$ cat src/rtl/unit_jump_resolve_if.sv
// Execute-to-fetch control-transfer bundle for unit_jump_resolve: op inputs,
// registered resolution results and the fetch-side BHT lookup port.
interface unit_jump_resolve_if #(
  parameter int XLEN = 32
);
  logic            in_valid_in;
  logic [5:0]      jump_op_in;
  logic [XLEN-1:0] src_a_in;
  logic [XLEN-1:0] src_b_in;
  logic [XLEN-1:0] imm_in;
  logic [XLEN-1:0] pc_in;
  logic            pred_taken_in;
  logic [XLEN-1:0] pred_addr_in;
  logic            flush_in;
  logic [XLEN-1:0] lookup_pc_in;
  logic            lookup_taken_out;
  logic            out_valid_out;
  logic            taken_out;
  logic            redirect_out;
  logic [XLEN-1:0] redirect_addr_out;
  logic [XLEN-1:0] link_addr_out;
  logic            misalign_out;

  modport master (
    output in_valid_in, jump_op_in, src_a_in, src_b_in, imm_in, pc_in,
           pred_taken_in, pred_addr_in, flush_in, lookup_pc_in,
    input  lookup_taken_out, out_valid_out, taken_out, redirect_out,
           redirect_addr_out, link_addr_out, misalign_out
  );

  modport slave (
    input  in_valid_in, jump_op_in, src_a_in, src_b_in, imm_in, pc_in,
           pred_taken_in, pred_addr_in, flush_in, lookup_pc_in,
    output lookup_taken_out, out_valid_out, taken_out, redirect_out,
           redirect_addr_out, link_addr_out, misalign_out
  );
endinterface

$ cat src/rtl/unit_jump_resolve.sv
// Registered branch/jump resolution with mispredict redirect and a 2-bit BHT.
// Define JUMP_BHT_EN to build the BHT; otherwise lookup is static not-taken.
module unit_jump_resolve #(
  parameter int XLEN      = 32,
  parameter int BHT_DEPTH = 64
) (
  input logic              clk,
  input logic              rst,
  unit_jump_resolve_if.slave bus
);
  localparam int IDX_W = $clog2(BHT_DEPTH);

  logic            is_b, is_j, is_ij, is_jump;
  logic [2:0]      funct3;
  logic            cond;
  logic            taken;
  logic [XLEN-1:0] tgt_sum, target, pc_plus4, next_pc;
  logic            misalign, redirect;
  logic            accept;

  // IJ > J > B priority when several kind bits are set
  assign is_ij   = bus.jump_op_in[2];
  assign is_j    = bus.jump_op_in[1] & ~bus.jump_op_in[2];
  assign is_b    = bus.jump_op_in[0] & ~bus.jump_op_in[1] & ~bus.jump_op_in[2];
  assign is_jump = is_b | is_j | is_ij;
  assign funct3  = bus.jump_op_in[5:3];

  always_comb begin
    cond = 1'b0;
    case (funct3)
      3'b000:  cond = (bus.src_a_in == bus.src_b_in);
      3'b001:  cond = (bus.src_a_in != bus.src_b_in);
      3'b100:  cond = ($signed(bus.src_a_in) <  $signed(bus.src_b_in));
      3'b101:  cond = ($signed(bus.src_a_in) >= $signed(bus.src_b_in));
      3'b110:  cond = (bus.src_a_in <  bus.src_b_in);
      3'b111:  cond = (bus.src_a_in >= bus.src_b_in);
      default: cond = 1'b0;
    endcase
  end

  assign taken    = (is_b & cond) | is_j | is_ij;
  assign tgt_sum  = is_ij ? (bus.src_a_in + bus.imm_in) : (bus.pc_in + bus.imm_in);
  assign target   = is_ij ? {tgt_sum[XLEN-1:1], 1'b0} : tgt_sum;
  assign pc_plus4 = bus.pc_in + XLEN'(4);
  assign next_pc  = taken ? target : pc_plus4;
  assign misalign = taken & target[1];

  // A non-jump op retires silently even if fetch thought it was taken
  assign redirect = is_jump & ~misalign &
                    ((taken != bus.pred_taken_in) |
                     (taken & bus.pred_taken_in & (bus.pred_addr_in != target)));

  assign accept = bus.in_valid_in & ~bus.flush_in;

  logic            valid_q,    valid_d;
  logic            taken_q,    taken_d;
  logic            redirect_q, redirect_d;
  logic            misalign_q, misalign_d;
  logic [XLEN-1:0] raddr_q,    raddr_d;
  logic [XLEN-1:0] link_q,     link_d;

  assign valid_d    = accept;
  assign taken_d    = accept & taken;
  assign redirect_d = accept & redirect;
  assign misalign_d = accept & misalign;
  assign raddr_d    = accept ? next_pc  : raddr_q;
  assign link_d     = accept ? pc_plus4 : link_q;

  always_ff @(posedge clk or posedge rst) begin
    if (rst) begin
      valid_q    <= 1'b0;
      taken_q    <= 1'b0;
      redirect_q <= 1'b0;
      misalign_q <= 1'b0;
      raddr_q    <= '0;
      link_q     <= '0;
    end else begin
      valid_q    <= valid_d;
      taken_q    <= taken_d;
      redirect_q <= redirect_d;
      misalign_q <= misalign_d;
      raddr_q    <= raddr_d;
      link_q     <= link_d;
    end
  end

  assign bus.out_valid_out     = valid_q;
  assign bus.taken_out         = taken_q;
  assign bus.redirect_out      = redirect_q;
  assign bus.misalign_out      = misalign_q;
  assign bus.redirect_addr_out = raddr_q;
  assign bus.link_addr_out     = link_q;

  // Upper lookup PC bits never index the table
  logic unused_lookup;
  assign unused_lookup = ^bus.lookup_pc_in;

`ifdef JUMP_BHT_EN
  logic [1:0]       bht_q [BHT_DEPTH];
  logic [IDX_W-1:0] upd_idx, lk_idx;
  logic             bht_upd;

  assign upd_idx = bus.pc_in[IDX_W+1:2];
  assign lk_idx  = bus.lookup_pc_in[IDX_W+1:2];
  assign bht_upd = accept & is_b;

  always_ff @(posedge clk or posedge rst) begin
    if (rst) begin
      for (int i = 0; i < BHT_DEPTH; i++) bht_q[i] <= 2'b01;
    end else if (bht_upd) begin
      if (taken && bht_q[upd_idx] != 2'b11)
        bht_q[upd_idx] <= bht_q[upd_idx] + 2'b01;
      else if (!taken && bht_q[upd_idx] != 2'b00)
        bht_q[upd_idx] <= bht_q[upd_idx] - 2'b01;
    end
  end

  // Reads the array before this cycle's write lands: pre-update on a same-index hit
  assign bus.lookup_taken_out = bht_q[lk_idx][1];
`else
  assign bus.lookup_taken_out = 1'b0;
`endif
endmodule

$ cat src/flat_wrapper.sv
// flat-port wrapper written by rule: the top's interface ports become plain ports
module unit_jump_resolve_flat 
#(
  parameter int XLEN      = 32,
  parameter int BHT_DEPTH = 64
)
  (clk, rst, bus_in_valid_in, bus_jump_op_in, bus_src_a_in, bus_src_b_in, bus_imm_in, bus_pc_in, bus_pred_taken_in, bus_pred_addr_in, bus_flush_in, bus_lookup_pc_in, bus_lookup_taken_out, bus_out_valid_out, bus_taken_out, bus_redirect_out, bus_redirect_addr_out, bus_link_addr_out, bus_misalign_out);
  unit_jump_resolve_if #(.XLEN(XLEN)) bus_i ();
  input logic clk;
  input logic rst;
  input wire logic [$bits(bus_i.in_valid_in)-1:0] bus_in_valid_in;
  input wire logic [$bits(bus_i.jump_op_in)-1:0] bus_jump_op_in;
  input wire logic [$bits(bus_i.src_a_in)-1:0] bus_src_a_in;
  input wire logic [$bits(bus_i.src_b_in)-1:0] bus_src_b_in;
  input wire logic [$bits(bus_i.imm_in)-1:0] bus_imm_in;
  input wire logic [$bits(bus_i.pc_in)-1:0] bus_pc_in;
  input wire logic [$bits(bus_i.pred_taken_in)-1:0] bus_pred_taken_in;
  input wire logic [$bits(bus_i.pred_addr_in)-1:0] bus_pred_addr_in;
  input wire logic [$bits(bus_i.flush_in)-1:0] bus_flush_in;
  input wire logic [$bits(bus_i.lookup_pc_in)-1:0] bus_lookup_pc_in;
  output wire logic [$bits(bus_i.lookup_taken_out)-1:0] bus_lookup_taken_out;
  output wire logic [$bits(bus_i.out_valid_out)-1:0] bus_out_valid_out;
  output wire logic [$bits(bus_i.taken_out)-1:0] bus_taken_out;
  output wire logic [$bits(bus_i.redirect_out)-1:0] bus_redirect_out;
  output wire logic [$bits(bus_i.redirect_addr_out)-1:0] bus_redirect_addr_out;
  output wire logic [$bits(bus_i.link_addr_out)-1:0] bus_link_addr_out;
  output wire logic [$bits(bus_i.misalign_out)-1:0] bus_misalign_out;
  assign bus_i.in_valid_in = bus_in_valid_in;
  assign bus_i.jump_op_in = bus_jump_op_in;
  assign bus_i.src_a_in = bus_src_a_in;
  assign bus_i.src_b_in = bus_src_b_in;
  assign bus_i.imm_in = bus_imm_in;
  assign bus_i.pc_in = bus_pc_in;
  assign bus_i.pred_taken_in = bus_pred_taken_in;
  assign bus_i.pred_addr_in = bus_pred_addr_in;
  assign bus_i.flush_in = bus_flush_in;
  assign bus_i.lookup_pc_in = bus_lookup_pc_in;
  assign bus_lookup_taken_out = bus_i.lookup_taken_out;
  assign bus_out_valid_out = bus_i.out_valid_out;
  assign bus_taken_out = bus_i.taken_out;
  assign bus_redirect_out = bus_i.redirect_out;
  assign bus_redirect_addr_out = bus_i.redirect_addr_out;
  assign bus_link_addr_out = bus_i.link_addr_out;
  assign bus_misalign_out = bus_i.misalign_out;
  unit_jump_resolve #(.XLEN(XLEN), .BHT_DEPTH(BHT_DEPTH)) u_core (.clk(clk), .rst(rst), .bus(bus_i));
endmodule
$ cat config.mk
export PLATFORM = sky130hd
export DESIGN_NAME = unit_jump_resolve_flat
export DESIGN_NICKNAME = d
export VERILOG_FILES = /design/src/rtl/unit_jump_resolve_if.sv /design/src/rtl/unit_jump_resolve.sv /design/src/flat_wrapper.sv
export SDC_FILE = /design/constraint.sdc
export NUM_CORES = 1
export LEC_CHECK = 0
export CORE_MARGIN = 3
export CORE_UTILIZATION = 50
export CTS_BUF_LIST = sky130_fd_sc_hd__clkbuf_8 sky130_fd_sc_hd__clkbuf_16
export DETAILED_ROUTE_END_ITERATION = 8
export HOLD_SLACK_MARGIN = 0.03
export PLACE_DENSITY = 0.95
export SETUP_SLACK_MARGIN = 0.02
export SLEW_MARGIN = 30
export SYNTH_ARGS = -nofsm -noshare
export SYNTH_HDL_FRONTEND = slang
export SYNTH_SLANG_ARGS = --single-unit
$ cat constraint.sdc
create_clock -name clk -period 5.3 [get_ports clk]
set_input_delay 1.06 -clock clk [delete_from_list [all_inputs] [get_ports clk]]
set_output_delay 1.06 -clock clk [all_outputs]
set_load 0.05 [all_outputs]
==> out/results.tsv <==
stage	metric	value	unit
setup_path	startpoint_type	input port	
sta	tightest_slew	0.8529	ns
grt	grt_overflow	0	
sta	fin_ws	-0.1222	ns
setup_path	crit-reg2reg-capture	u_core.bus.redirect_addr_out[7]$_DFFE_PP0P_	
worst_hold_path	hold_end	u_core.bus.link_addr_out[0]$_DFFE_PP0P_	
cells_and_area	most-common-layout-cells	clkdlybuf4s50_1, nand2_1, buf_4	
clocking	path_clk_slew	0.06	ns
yosys	ys.flop_type	dfrtp_1	
place	portBuffers	238	
outcome	violations	DRC, setup timing	
grt	grt_pass1_vias	8834	
sta	drv_slew	0	
sta	finClkSkew	0	ns
drt	ant_nets	0	
sta	report.final.hold_viol_count	0	
floorplanning	die_x	127.4	um
setup_path	reg2reg_depth	2	
place	placedCellCount	1404	
clocking	clk_latency	0.32	ns
floorplanning	pin_count	272	
floorplanning	start_util	0.5205	
floorplanning	fp-row-count	43	
grt	grt.total_usage	0.3699	
cells_and_area	drive_gt1_frac	0.2008	
place	hpwlAfterDp	24450	um
sta	max_clock_freq	184.4	MHz
drt	drtPass1Iterations	9	
setup_path	path_common_cell	nor4_2	
drt	post-route-drc-count	144	
setup_path	critical-path-top-delay-family	compound AO/OA/AOI/OAI gates	
drt	vias_per_cell	6.998	
drt	vias	10070	
sta	setup_viol	1	
yosys	synth_cell_types	77	
setup_path	crit_required	5.52	ns
setup_path	path_max_fanout	4	
yosys	synth_fp_nets	1203	
cells_and_area	layout_commonest_cell	clkdlybuf4s50_1	
cells_and_area	fin_nets	1521	
yosys	synth.avg_cell_area	7.885	um2
setup_path	end_kind	register	
clocking	cts_tree	yes	
place	gp_congestion	1.082	
sta	fin_crit	5.422	ns
worst_hold_path	worstHoldStart	u_core.bus.link_addr_out[0]$_DFFE_PP0P_	
pwr	ir_worst_vdd	0.1929	mV
yosys	yosysWarnings	0	
grt	antenna_found_initial	2	
job	maxCapViolCount	0	
setup_path	worstReg2RegStart	u_core.bus.redirect_addr_out[7]$_DFFE_PP0P_	
drt	totalWireLength	37770	um
drt	post_drt_wl_per_cell	26.25	um
pwr	p_per_area	265.4	nW/um2
outcome	status	finished, violations left	
yosys	async_flop_share	1.000	
clocking	cts_made_buffers	9	
yosys	synth_area	7365	um2
worst_hold_path	holdCritPathClass	reg2reg	
sta	slew-limit-headroom	0.4314	
clocking	clk_root_buffer_cell	clkbuf_16	
setup_path	cp_num_buf_inv	3	
grt	grt_pass1_wl	47090	um
floorplanning	die_area	16220	um2
yosys	synth_edf_count	0	
yosys	synth_seq_cells	68	
setup_path	cp_slowest_cell	clkdlybuf4s50_1	
sta	finalCritPeriodShare	1.023	
setup_path	crit_chain	clkdlybuf4s50_1 > inv_1 > ha_4 > a21o_1 > a21oi_1 > nor2b_1 > o41a_1 > o2bb2ai_1 > nand3_1 > o21ai_2 > inv_2 > ha_4 > a311oi_2 > o2111ai_2 > nor4_2 > nand4_1 > nor4_2 > nand3_1 > nor4_2 > nand4_1 > o221a_2	
yosys	ys_seq_area_frac	0.2311	
pwr	p_leak	5.447	nW
cells_and_area	seq_area	1702	um2
cells_and_area	nFillCells	727	
setup_path	path_class	in2reg	
cells_and_area	fin_cells	1439	
sta	hold_ws	0.4827	ns
floorplanning	fp.dieH	127.4	um
setup_path	max_stage_delay	0.47	ns
clocking	cts_buffer_depth	2	
yosys	syn_inst	934	
setup_path	r2r_slack	4.43	ns
worst_hold_path	hold_path_depth	2	
setup_path	critPathArrivalTime	5.64	ns
clocking	cts_sinks	68	
clocking	h-tree-depth	3	
cells_and_area	syn_to_final_growth	56.40	%
cells_and_area	multiInputGateArea	5751	um2
floorplanning	placeableCoreArea	14150	um2
drt	dr.first_iter.drc_count	1946	
grt	grt_max_degree	88	
## cells by family after synthesis
logic type      synth area share
fa+ha+maj                 0.1131
simple gates              0.2204
buf+inv                  0.05318
mux                      0.06694
compound gates            0.1995
other cells            0.0005092
flops                     0.2311
xor+xnor                  0.1154
## area by class of cell
| type | count | share of cell area |
|---|---|---|
| diodes | 4 | 0.0008690 |
| clock buffers | 12 | 0.02314 |
| clock inverters | 2 | 0.0008690 |
| inverters | 53 | 0.01727 |
| multi-input cells | 767 | 0.4992 |
| flip-flops and latches | 68 | 0.1477 |
| well taps | 180 | 0.01955 |
| repair buffers | 353 | 0.2913 |
## through the flow
| stage | setup WS (ns) | cell area (um2) | utilization | total power, mW | TNS (ns) |
|---|---|---|---|---|---|
| 2_1_floorplan | 0.2492 | 7365 | - | 1.612 | 0 |
| 3_3_place_gp | -0.4311 | 10520 | 0.7433 | 2.230 | -0.4311 |
| 3_5_place_dp | -0.6335 | 10520 | 0.7433 | 2.285 | -0.6335 |
| 4_1_cts | -0.01733 | 10950 | 0.7735 | 2.866 | -0.01733 |
| 5_1_grt | -0.2870 | 11510 | 0.8135 | 3.117 | -0.2870 |
| 6_report | -0.1222 | 11520 | 0.8140 | 3.058 | -0.1222 |
## state kept, by name (all words and copies together), names as in the netlist
name and cells:
u_core.bus.misalign_out 1, u_core.bus.out_valid_out 1, u_core.bus.redirect_out 1, u_core.bus.redirect_addr_out 32
u_core.bus.link_addr_out 32, u_core.bus.taken_out 1
## tightest hold or removal path: stages (launching register included)
cell,delay (ns)
dfrtp_1,0.34
nand2_1,0.05
nand2_1,0.06
## worst max path at each step
stage	slack, ns	startpoint	end	cells after the start
5_1_grt	-0.29	bus_src_b_in[13]	u_core.bus.redirect_out$_DFF_PP0_	21
3_5_place_dp	-0.63	bus_src_b_in[29]	u_core.bus.redirect_out$_DFF_PP0_	23
4_1_cts	-0.02	bus_src_b_in[21]	u_core.bus.redirect_out$_DFF_PP0_	23
3_3_place_gp	-0.43	bus_src_b_in[29]	u_core.bus.redirect_out$_DFF_PP0_	23
6_report	-0.12	bus_src_b_in[13]	u_core.bus.redirect_out$_DFF_PP0_	21
2_1_floorplan	0.25	bus_src_b_in[5]	u_core.bus.redirect_out$_DFF_PP0_	22
## where the power goes
| group | total [mW] | internal, mW | switching [mW] |
|---|---|---|---|
| logic | 1.81 | 0.712 | 1.09 |
| clock network | 0.574 | 0.348 | 0.226 |
| registers | 0.678 | 0.612 | 0.0665 |
## what timing repair did
action,CTS,global route
buffers inserted,8,9
setup endpoints to repair,1,1
hold buffers,0,0
pin swaps,26,45
gates resized for setup,23,108
## routing by layer
layer,track usage,up-vias,share of wire
li1,-,3972,-
met1,0.4635,4490,0.32
met2,0.5918,1151,0.42
met3,0.06814,457,0.15
met4,0.2233,0,0.12
met5,0,-,0
## cell usage after synthesis (9+ instances only)
library cell / instances / area (um2)
a211oi_1: 9 / 67.56
a21o_1: 24 / 180.2
a21oi_1: 52 / 260.3
a31oi_1: 15 / 93.84
and3_1: 11 / 68.82
clkbuf_1: 33 / 123.9
dfrtp_1: 68 / 1702
ha_1: 65 / 813.3
inv_1: 52 / 195.2
mux2_2: 30 / 337.8
mux2i_1: 14 / 140.1
nand2_1: 158 / 593.1
nand3_1: 24 / 120.1
nand4_1: 20 / 125.1
nor2_1: 61 / 229.0
nor3_1: 16 / 80.08
nor4_1: 11 / 68.82
o21ai_0: 52 / 260.3
xnor2_1: 44 / 385.4
xor2_1: 40 / 350.3
Power figures use the tool's default switching activity.
